## src/rtl/bus_master_pkg.sv

```systemverilog
// Shared constants for the bus master port: FSM state codes, error codes and
// small state-decoding helpers used by the port and its bench.
package bus_master_pkg;

    typedef logic [2:0] state_t;
    typedef logic [7:0] err_code_t;

    localparam state_t ST_IDLE    = 3'd0;
    localparam state_t ST_REQ     = 3'd1;
    localparam state_t ST_ADDR    = 3'd2;
    localparam state_t ST_DATA    = 3'd3;
    localparam state_t ST_RELEASE = 3'd4;
    localparam state_t ST_ERR     = 3'd5;

    localparam err_code_t ERR_NONE     = 8'h00;
    localparam err_code_t ERR_GNT_TO   = 8'h01;
    localparam err_code_t ERR_ADDR_TO  = 8'h02;
    localparam err_code_t ERR_DATA_TO  = 8'h03;
    localparam err_code_t ERR_GNT_LOST = 8'h04;

    // States in which the arbiter request line is held high.
    function automatic logic holds_bus(input state_t s);
        return (s == ST_REQ) || (s == ST_ADDR) || (s == ST_DATA);
    endfunction

    // States in which the address phase is active on the bus.
    function automatic logic addr_phase(input state_t s);
        return (s == ST_ADDR) || (s == ST_DATA);
    endfunction

endpackage

```

## src/rtl/bus_master_if.sv

```systemverilog
// Shared-bus side of one master port: arbiter request/grant plus the
// AddressValid / TargetReady / DataStrobe transfer handshake.
interface bus_master_if #(
    parameter int AddrWidth = 16,
    parameter int DataWidth = 16
);
    logic                 BARQ;
    logic                 BAGD;
    logic                 AddressValid;
    logic [AddrWidth-1:0] bus_addr;
    logic [DataWidth-1:0] bus_wdata;
    logic [DataWidth-1:0] bus_rdata;
    logic                 TargetReady;
    logic                 DataStrobe;

    modport master (
        output BARQ,
        output AddressValid,
        output bus_addr,
        output bus_wdata,
        output DataStrobe,
        input  BAGD,
        input  bus_rdata,
        input  TargetReady
    );

    modport slave (
        input  BARQ,
        input  AddressValid,
        input  bus_addr,
        input  bus_wdata,
        input  DataStrobe,
        output BAGD,
        output bus_rdata,
        output TargetReady
    );
endinterface

```

## src/rtl/wait_timer.sv

```systemverilog
// Handshake wait counter: expired is high during the TimeoutCycles-th
// consecutive enabled cycle since the last synchronous clear.
module wait_timer #(
    parameter int TimeoutCycles = 255
) (
    input  logic clk,
    input  logic clrn,
    input  logic sclr,
    input  logic ena,
    output logic expired
);
    localparam int CntWidth = (TimeoutCycles > 1) ? $clog2(TimeoutCycles) : 1;
    localparam logic [CntWidth-1:0] LastCount = CntWidth'(TimeoutCycles - 1);

    logic [CntWidth-1:0] count;

    // Saturates at the last count so a held expiry never wraps back to idle.
    always_ff @(posedge clk or negedge clrn) begin
        if (!clrn) begin
            count <= '0;
        end else if (sclr) begin
            count <= '0;
        end else if (ena && (count != LastCount)) begin
            count <= count + 1'b1;
        end
    end

    assign expired = ena && (count == LastCount);

endmodule

```

## src/rtl/bus_master_port.sv

```systemverilog
// Bus master port: accepts a burst command, requests the bus, runs the address
// phase and one strobe per word, and reports handshake faults as a sticky code.
module bus_master_port
    import bus_master_pkg::*;
#(
    parameter int AddrWidth     = 16,
    parameter int DataWidth     = 16,
    parameter int LenWidth      = 4,
    parameter int TimeoutCycles = 255
) (
    input  logic                 clk,
    input  logic                 clrn,
    input  logic                 cmd_valid,
    output logic                 cmd_ready,
    input  logic                 cmd_rnw,
    input  logic [AddrWidth-1:0] cmd_addr,
    input  logic [LenWidth-1:0]  cmd_len,
    input  logic [DataWidth-1:0] wr_data,
    output logic                 wr_next,
    output logic                 rsp_valid,
    output logic [DataWidth-1:0] rsp_data,
    output logic                 done,
    output logic [7:0]           Error,
    bus_master_if.master         bus
);

    state_t                state;
    state_t                next_state;
    err_code_t             err_next;
    logic                  rnw_q;
    logic [LenWidth-1:0]   len_q;
    logic [LenWidth-1:0]   word_cnt;
    logic [AddrWidth-1:0]  word_addr;
    logic                  last_out;
    logic                  accept;
    logic                  launch;
    logic                  expired;
    logic                  timer_sclr;
    logic                  timer_ena;

    assign accept     = (state == ST_IDLE) && cmd_valid && cmd_ready;
    assign timer_ena  = holds_bus(state);
    assign timer_sclr = (next_state != state) || launch;

    wait_timer #(
        .TimeoutCycles(TimeoutCycles)
    ) u_wait_timer (
        .clk     (clk),
        .clrn    (clrn),
        .sclr    (timer_sclr),
        .ena     (timer_ena),
        .expired (expired)
    );

    // A lost grant outranks a timeout; in DATA the cycle showing the final
    // strobe ends the burst without looking at TargetReady.
    always_comb begin
        next_state = state;
        err_next   = ERR_NONE;
        launch     = 1'b0;
        case (state)
            ST_IDLE: begin
                if (accept) next_state = ST_REQ;
            end
            ST_REQ: begin
                if (bus.BAGD) begin
                    next_state = ST_ADDR;
                end else if (expired) begin
                    next_state = ST_ERR;
                    err_next   = ERR_GNT_TO;
                end
            end
            ST_ADDR: begin
                if (!bus.BAGD) begin
                    next_state = ST_ERR;
                    err_next   = ERR_GNT_LOST;
                end else if (bus.TargetReady) begin
                    next_state = ST_DATA;
                end else if (expired) begin
                    next_state = ST_ERR;
                    err_next   = ERR_ADDR_TO;
                end
            end
            ST_DATA: begin
                if (!bus.BAGD) begin
                    next_state = ST_ERR;
                    err_next   = ERR_GNT_LOST;
                end else if (last_out) begin
                    next_state = ST_RELEASE;
                end else if (bus.TargetReady) begin
                    launch = 1'b1;
                end else if (expired) begin
                    next_state = ST_ERR;
                    err_next   = ERR_DATA_TO;
                end
            end
            ST_RELEASE: next_state = ST_IDLE;
            ST_ERR:     next_state = ST_IDLE;
            default:    next_state = ST_IDLE;
        endcase
    end

    // Control outputs are registered from the next state so each one lines up
    // with the cycle its state is actually occupied.
    always_ff @(posedge clk or negedge clrn) begin
        if (!clrn) begin
            state            <= ST_IDLE;
            cmd_ready        <= 1'b0;
            bus.BARQ         <= 1'b0;
            bus.AddressValid <= 1'b0;
            bus.DataStrobe   <= 1'b0;
            wr_next          <= 1'b0;
            rsp_valid        <= 1'b0;
            done             <= 1'b0;
            Error            <= ERR_NONE;
        end else begin
            state            <= next_state;
            cmd_ready        <= (next_state == ST_IDLE);
            bus.BARQ         <= holds_bus(next_state);
            bus.AddressValid <= addr_phase(next_state);
            bus.DataStrobe   <= launch;
            wr_next          <= launch && !rnw_q;
            rsp_valid        <= launch && rnw_q;
            done             <= (next_state == ST_RELEASE);
            if (accept) begin
                Error <= ERR_NONE;
            end else if (next_state == ST_ERR) begin
                Error <= err_next;
            end
        end
    end

    // Burst datapath: word_addr always holds the address of the next word to
    // launch, bus_addr the address of the word on the bus.
    always_ff @(posedge clk or negedge clrn) begin
        if (!clrn) begin
            rnw_q         <= 1'b0;
            len_q         <= '0;
            word_cnt      <= '0;
            word_addr     <= '0;
            last_out      <= 1'b0;
            bus.bus_addr  <= '0;
            bus.bus_wdata <= '0;
            rsp_data      <= '0;
        end else begin
            if (accept) begin
                rnw_q     <= cmd_rnw;
                len_q     <= cmd_len;
                word_addr <= cmd_addr;
                word_cnt  <= '0;
                last_out  <= 1'b0;
            end
            if (launch) begin
                word_addr     <= word_addr + 1'b1;
                word_cnt      <= word_cnt + 1'b1;
                last_out      <= (word_cnt == len_q);
                bus.bus_addr  <= word_addr;
                bus.bus_wdata <= rnw_q ? '0 : wr_data;
                if (rnw_q) rsp_data <= bus.bus_rdata;
            end else if ((state == ST_REQ) && (next_state == ST_ADDR)) begin
                bus.bus_addr <= word_addr;
            end else if (!addr_phase(next_state)) begin
                bus.bus_addr  <= '0;
                bus.bus_wdata <= '0;
            end
        end
    end

endmodule

```

## src/flat_wrapper.sv

```systemverilog
// flat-port wrapper written by rule: the top's interface ports become plain ports
module bus_master_port_flat import bus_master_pkg::*;
#(
    parameter int AddrWidth     = 16,
    parameter int DataWidth     = 16,
    parameter int LenWidth      = 4,
    parameter int TimeoutCycles = 255
)
  (clk, clrn, cmd_valid, cmd_ready, cmd_rnw, cmd_addr, cmd_len, wr_data, wr_next, rsp_valid, rsp_data, done, Error, bus_BARQ, bus_AddressValid, bus_bus_addr, bus_bus_wdata, bus_DataStrobe, bus_BAGD, bus_bus_rdata, bus_TargetReady);
  bus_master_if #(.AddrWidth(AddrWidth), .DataWidth(DataWidth)) bus_i ();
  input  logic clk;
  input  logic clrn;
  input  logic cmd_valid;
  output logic cmd_ready;
  input  logic cmd_rnw;
  input  logic [AddrWidth-1:0] cmd_addr;
  input  logic [LenWidth-1:0] cmd_len;
  input  logic [DataWidth-1:0] wr_data;
  output logic wr_next;
  output logic rsp_valid;
  output logic [DataWidth-1:0] rsp_data;
  output logic done;
  output logic [7:0] Error;
  output wire logic [$bits(bus_i.BARQ)-1:0] bus_BARQ;
  output wire logic [$bits(bus_i.AddressValid)-1:0] bus_AddressValid;
  output wire logic [$bits(bus_i.bus_addr)-1:0] bus_bus_addr;
  output wire logic [$bits(bus_i.bus_wdata)-1:0] bus_bus_wdata;
  output wire logic [$bits(bus_i.DataStrobe)-1:0] bus_DataStrobe;
  input wire logic [$bits(bus_i.BAGD)-1:0] bus_BAGD;
  input wire logic [$bits(bus_i.bus_rdata)-1:0] bus_bus_rdata;
  input wire logic [$bits(bus_i.TargetReady)-1:0] bus_TargetReady;
  assign bus_BARQ = bus_i.BARQ;
  assign bus_AddressValid = bus_i.AddressValid;
  assign bus_bus_addr = bus_i.bus_addr;
  assign bus_bus_wdata = bus_i.bus_wdata;
  assign bus_DataStrobe = bus_i.DataStrobe;
  assign bus_i.BAGD = bus_BAGD;
  assign bus_i.bus_rdata = bus_bus_rdata;
  assign bus_i.TargetReady = bus_TargetReady;
  bus_master_port #(.AddrWidth(AddrWidth), .DataWidth(DataWidth), .LenWidth(LenWidth), .TimeoutCycles(TimeoutCycles)) u_core (.clk(clk), .clrn(clrn), .cmd_valid(cmd_valid), .cmd_ready(cmd_ready), .cmd_rnw(cmd_rnw), .cmd_addr(cmd_addr), .cmd_len(cmd_len), .wr_data(wr_data), .wr_next(wr_next), .rsp_valid(rsp_valid), .rsp_data(rsp_data), .done(done), .Error(Error), .bus(bus_i));
endmodule
```

## config.mk

```make
export PLATFORM = sky130hd
export DESIGN_NAME = bus_master_port_flat
export DESIGN_NICKNAME = d
export VERILOG_FILES = /design/src/rtl/bus_master_pkg.sv /design/src/rtl/bus_master_if.sv /design/src/rtl/wait_timer.sv /design/src/rtl/bus_master_port.sv /design/src/flat_wrapper.sv
export SDC_FILE = /design/constraint.sdc
export NUM_CORES = 1
export LEC_CHECK = 0
export BUFFER_PORTS_ARGS = -buffer_cell sky130_fd_sc_hd__buf_4
export CELL_PAD_IN_SITES_DETAIL_PLACEMENT = 1
export CELL_PAD_IN_SITES_GLOBAL_PLACEMENT = 2
export CORE_MARGIN = 2
export CORE_UTILIZATION = 36
export CTS_BUF_LIST = sky130_fd_sc_hd__clkbuf_8 sky130_fd_sc_hd__clkbuf_16
export DETAILED_ROUTE_END_ITERATION = 6
export PLACE_DENSITY = 0.9
export REMOVE_ABC_BUFFERS = 1
export SYNTH_ARGS = -nofsm -noshare
export SYNTH_HDL_FRONTEND = slang
export SYNTH_SLANG_ARGS = --single-unit
```

## constraint.sdc

```tcl
create_clock -name clk -period 4.9 [get_ports clk]
set_input_delay 0 -clock clk [delete_from_list [all_inputs] [get_ports clk]]
set_output_delay 0 -clock clk [all_outputs]
set_load 0.02 [all_outputs]
```

==> results of run 1 <==
final cells by class:
cell class	instances	share of cell area
Multi-Input combinational cell	252	0.293
Sequential cell	95	0.388
Inverter	6	0.00449
Clock buffer	12	0.0435
Timing Repair Buffer	173	0.234
Tap cell	147	0.0300
Clock inverter	4	0.00735
placed cells by master, fill, tap and decap left out, drive strengths merged, types with 5 or more instances in the layout:
cell | synthesis | routed
a211oi | 14 | 14
a21oi | 5 | 5
a22o | 33 | 33
a311oi | 7 | 7
and3 | 6 | 6
buf | 18 | 119
clkbuf | 6 | 12
conb | 1 | 5
dfrtp | 95 | 95
dlygate4sd3 | 0 | 54
inv | 5 | 7
mux2 | 16 | 16
nand2 | 32 | 32
nand2b | 8 | 8
nand3 | 13 | 13
nand4 | 5 | 5
nor2 | 19 | 19
nor3 | 22 | 22
nor4 | 5 | 5
o211ai | 5 | 5
xnor2 | 7 | 7
cell families (layout without fill, tap and decap cells):
family	after synthesis	count (layout)
multiplexers	19	19
XOR/XNOR	9	9
buffers and inverters	30	195
other	1	5
adder cells (fa/ha/maj)	4	4
AND/OR/NAND/NOR	129	129
AO/OA/AOI/OAI	86	86
flip-flops	95	95
per-layer routing:
metal	part of all wire	track usage	vias up	wire (um)
li1	-	-	1706	-
met1	0.43	0.265	1827	5460
met2	0.51	0.351	106	6580
met3	0.045	0.0351	16	572
met4	0.018	0.0756	0	235
met5	0	0	-	0
flip-flops by register name, indices dropped and copies added, names as in the netlist, 3 cells and up:
register,flops
u_core.Error,3
u_core.bus.bus_addr,16
u_core.bus.bus_wdata,16
u_core.len_q,4
u_core.rsp_data,16
u_core.state,3
u_core.u_wait_timer.count,8
u_core.word_addr,16
u_core.word_cnt,4
cell usage after synthesis, drive strengths merged (2+ instances only):
master / count
nand4b: 2
nor2: 19
and3: 6
nand3b: 2
ha: 4
clkbuf: 6
a22o: 33
dfrtp: 95
nor3: 22
xor2: 2
a22oi: 2
nand2: 32
a21oi: 5
o2111ai: 2
a2111oi: 3
mux2i: 3
nor4: 5
or2: 3
nand3: 13
o211ai: 5
a211oi: 14
and4: 3
inv: 5
mux2: 16
buf: 18
a311oi: 7
o21ba: 2
nand4: 5
o21ai: 4
nor2b: 3
xnor2: 7
o21bai: 2
nand2b: 8
path summary, 6_finish.rpt:
kind / to / slack [ps] / from
max: u_core.bus.bus_addr[12] / 2170 / u_core.state[0]
min: u_core.done / 40 / bus_BAGD
max reg2reg: u_core.bus.bus_addr[12] / 2170 / u_core.state[0]
min reg2reg: u_core.len_q[1] / 500 / u_core.len_q[1]
max in group asynchronous: u_core.u_wait_timer.count[4] / 3620 / clrn
min in group asynchronous: u_core.len_q[3] / 220 / clrn
through the flow:
stage / worst slack [ps] / area (sq um) / hold WS [ps]
floorplan: 2660 / 4200 / -296
global placement: 2460 / 5280 / 51.7
detailed placement: 2190 / 5280 / 60.3
CTS: 2170 / 6130 / 40.9
global route: 1960 / 6130 / 45.8
finish: 2170 / 6130 / 40.2
where the power goes:
group          internal, uW  switching (uW)  leakage [uW]
registers               990             227       0.00124
logic                   458             568       0.00153
clock network           434             288      0.000157
total                  1880            1080       0.00294
critical path: cells and delay by family, from the launching register on:
kind               cells  cell delay [ps]
and+or+nand+nor        2              730
AOI/OAI and AO/OA      2             1300
DFF                    1              590
==> metrics.txt, run 1 <==
outcome finished clean; synth warn 0; CTS tree built; largest cells by area after synthesis dfrtp_1, a22o_1, mux2_4; top-area cell type share of the netlist area 0.550; area of the multi-input gates 0.00179 sq mm; IO buf count 115; FF+latch area 0.00238 sq mm; XOR/XNOR Fraction of Synth Area 0.0182; I/O pins 121; Slew Viols, Final 0; vias per inst 5.30; final core utilization 0.517; synthesized cell area 0.00432 sq mm; First DRT Iteration DRCs 186; fin nets 599; largest family of logic cells by synthesized area compound AO/OA/AOI/OAI gates; Seq/Total Area, Yosys 0.550; Yosys reg bits 95; clk_skew 7.66 ps; first-pass GRT wire length 20.7 mm; CP max stage cell a211oi_2; Max FO, Critical Path 17; unrepaired setup endpoints after global routing false; number of synthesized flops with an enable pin 0; DRT antenna net count 0; Mean Syn Cell Area 11.6 sq um; CP Class reg -> reg; Post-CTS Setup Inserts 0; Worst slew margin 0.233; Synth Area in Adders 0.0116; PD cells 484 mW/mm^2; die area 0.0129 sq mm; Hold Crit Class in -> reg; vias 3655; Total Routing Usage GR 0.206; final setup violation count 0; FFs w/ async S/R, synth 1.00; die height 114 um; kind of launch point of the worst setup path flip-flop; routed wire length 12.8 mm; worst hold stages 3; H-tree levels 3; fin crit period 2730 ps; Area Overhead vs Synth 41.8%; clock-pin slew on the worst setup and hold paths 60 ps; hold-fix buffers at CTS 54; DPL Wire Length 8.41 mm; Worst EP arrival 2950 ps; clock tree buffer depth 2; prevailing post-synth register cell dfrtp_1; Worst EP required 5120 ps; simple-gate area share of the yosys netlist 0.161; initial antenna violation count 0; Initial Util 0.364; Residual DRC 0; CTS buffer count 9; compound-cell area share of the yosys netlist 0.164; Synth cell types 61; Root Buffer clkbuf_16; Worst-Skew Late Latency 340 ps; Max Clk Rate 366 MHz; ANT cells 0; pin count of the biggest net entering global routing 49; delay of the slowest critical-path stage 970 ps; GRT Residual Overflow 0; Max IR drop VDD 240 uV; Setup TNS 0 ps; # placed instances 619; PostCTS Resize Cnt 0; Hold Vio Cnt, Final 0; Layout fillers 1280; CP cell instances nand2b_2 > a211oi_2 > nor2_1 > a22o_1; mux cell area share after synthesis 0.0564; area leader, netlist dfrtp_1; DR WL/cell 18.6 um; Final Wtd Congestion 0.778; Max-cap violations 0; CORE AREA 0.0119 sq mm; share of cells above drive strength 1 0.303; Cell Rows 40; leak pwr 0.00294 uW; cells after synthesis 373; r2r worst-path depth 4; vias in the first global route 3891; Tot Pwr 2960 uW; slew at the pin closest to its max-slew limit 1150 ps; Pre-Repair DR Iteration Count 4; crit end category flip-flop; fin crit share 0.558; Die X 114 um; Final Non-Filler Cells 689; Clock Sinks 95
Power figures use the tool's default switching activity.
==> inputs of run 2 (changes only) <==
--- a/config.mk
+++ b/config.mk
@@ -5,14 +5,15 @@
 export SDC_FILE = /design/constraint.sdc
 export NUM_CORES = 1
 export LEC_CHECK = 0
+export ABC_AREA = 1
 export BUFFER_PORTS_ARGS = -buffer_cell sky130_fd_sc_hd__buf_4
 export CELL_PAD_IN_SITES_DETAIL_PLACEMENT = 1
 export CELL_PAD_IN_SITES_GLOBAL_PLACEMENT = 2
 export CORE_MARGIN = 2
-export CORE_UTILIZATION = 36
+export CORE_UTILIZATION = 30
 export CTS_BUF_LIST = sky130_fd_sc_hd__clkbuf_8 sky130_fd_sc_hd__clkbuf_16
 export DETAILED_ROUTE_END_ITERATION = 6
-export PLACE_DENSITY = 0.9
+export PLACE_DENSITY = 0.84
 export REMOVE_ABC_BUFFERS = 1
 export SYNTH_ARGS = -nofsm -noshare
 export SYNTH_HDL_FRONTEND = slang
==> constraint.sdc (replaced) <==
create_clock -name clk -period 2.8 [get_ports clk]
set_input_delay 0 -clock clk [delete_from_list [all_inputs] [get_ports clk]]
set_output_delay 0 -clock clk [all_outputs]
set_load 0.02 [all_outputs]
==> run 2 against run 1 <==
Synthesized area increased by 1.4%; combinational power increased by 73%; sequential share of layout area decreased by 0.66 points; non-clock buffer count unchanged; cell count increased by 29%; via count increased by 12%; power increased by 70%; flip-flop and latch count unchanged.
==> metrics.txt, run 2 <==
outcome finished clean; PD cells 809 mW/mm^2; Mean Syn Cell Area 8.20 sq um; ANT cells 0; share of cells above drive strength 1 0.201; Placed Area 0.00543 sq mm; Worst slew margin 0.282; fin nets 764; Root Buffer clkbuf_16; DR WL/cell 15.0 um; final setup violation count 0; commonest non-fill, non-tap cell in the layout nand2_1; Die X 125 um; cells after synthesis 535; synth warn 0; final core utilization 0.432; Max IR drop VDD 339 uV; Worst R2R Setup Slack 650 ps; CTS tree built; slew at the pin closest to its max-slew limit 1080 ps; PostCTS Resize Cnt 0; Synth top cells by count nand2_1, dfrtp_1, inv_1, nor2_1, o21ai_0; initial antenna violation count 0; Synth cell types 30; Yosys reg bits 95; R2R Path End u_core.word_addr[10]; unrepaired setup endpoints after global routing false; r2r startpoint u_core.state[0]; CTS buffer count 9; Residual DRC 0; kind of launch point of the worst setup path flip-flop; area leader, netlist dfrtp_1; Area Overhead vs Synth 42.2%; Hold Crit Class in -> reg; clock tree buffer depth 2; die height 125 um; fin crit share 0.767; Worst EP arrival 2410 ps; Seq/Total Area, Yosys 0.542; number of synthesized flops with an enable pin 0; Pre-Repair DR Iteration Count 4; Worst-Skew Late Latency 340 ps; worst hold stages 5; IO buf count 115; H-tree levels 3; first-pass GRT wire length 22.4 mm; fin crit period 2150 ps; CORE AREA 0.0144 sq mm; Cell Rows 44; Layout fillers 1726; Setup TNS 0 ps; Final Wtd Congestion 0.816; r2r worst-path depth 7; Clock Sinks 95; Initial Util 0.304; leak pwr 0.00319 uW; clock-pin slew on the worst setup and hold paths 70 ps; vias 4076; Hold Vio Cnt, Final 0; count leader, synth nand2_1; vias in the first global route 4543; routed wire length 13.3 mm; GRT Residual Overflow 0; most frequent cells in the layout nand2_1, buf_4, dfrtp_1; Hold Worst Slack 12.7 ps; I/O pins 121; prevailing post-synth register cell dfrtp_1; FFs w/ async S/R, synth 1.00; post-route cell area 0.00623 sq mm; CP Class reg -> reg; vias per inst 4.58; synthesized cell area 0.00439 sq mm; largest cells by area after synthesis dfrtp_1, nand2_1, inv_1; Worst EP required 3060 ps; clk_skew 9.03 ps; top-area cell type share of the netlist area 0.542; Max FO, Critical Path 18; die area 0.0156 sq mm; First DRT Iteration DRCs 195; hold path start cmd_addr[13]; Slew Viols, Final 0; pin count of the biggest net entering global routing 82; FF+latch area 0.00238 sq mm; crit end category flip-flop; Total Routing Usage GR 0.177; hold endpoint u_core.word_addr[13]; area of the multi-input gates 0.00171 sq mm; Max-cap violations 0; DRT antenna net count 0; DPL Wire Length 8.92 mm; Max Clk Rate 465 MHz; Tot Pwr 5040 uW
run 2: cell type report:
| class | count | share of cell area |
|---|---|---|
| Inverter | 54 | 0.0325 |
| Timing Repair Buffer | 173 | 0.229 |
| Clock buffer | 10 | 0.0383 |
| Multi-Input combinational cell | 369 | 0.274 |
| Tap cell | 184 | 0.0369 |
| Sequential cell | 95 | 0.381 |
| Clock inverter | 4 | 0.00763 |
run 2: where the power goes:
part           internal, uW  switching [uW]
clock                   706             525
combinational           661            1120
sequential             1720             313
total                  3080            1960
run 2: cells by family after synthesis:
family,share of synthesized area
adders and majority gates,0.0114
DFF,0.542
other,0.000855
xor gates and xnor gates,0.0300
buffers and inverters,0.0716
AOI/OAI and AO/OA,0.0716
and+or+nand+nor,0.272
run 2: how the worst max path moves through the flow:
| stage | cells past startpoint | slack (ps) | from | to |
|---|---|---|---|---|
| after global placement | 8 | 710 | u_core.state[2] | u_core.rsp_data[0] |
| after detailed placement | 8 | 610 | u_core.state[2] | u_core.word_addr[10] |
| after CTS | 8 | 600 | u_core.state[2] | u_core.word_addr[10] |
| after floorplan | 5 | 580 | u_core.cmd_ready | u_core.word_addr[10] |
| final | 7 | 650 | u_core.state[0] | u_core.word_addr[10] |
| after global routing | 7 | 380 | u_core.state[0] | u_core.word_addr[10] |
run 2: per-stage QoR:
stage	setup WS, ps	instances
floorplan	578	518
global placement	713	823
detailed placement	612	823
CTS	599	889
global route	375	889
finish	652	889
run 2: timing repair:
action | CTS | global route
hold buffers | 52 | 0
setup buffers | 0 | 0
hold endpoints to repair | 130 | 0
run 2: routing by layer:
metal	vias up	wire, um	track usage
met1	1944	6180	0.228
met5	-	0	0
met4	0	176	0.0438
li1	2006	-	-
met2	111	6150	0.293
met3	15	812	0.0537
run 2: worst max-delay path: stages (launching register included):
cell and delay (ps):
dfrtp_1 460, inv_2 150, nor2_4 70, nand4_4 230, inv_2 210, nor2_1 590
inv_1 170, o211ai_1 190
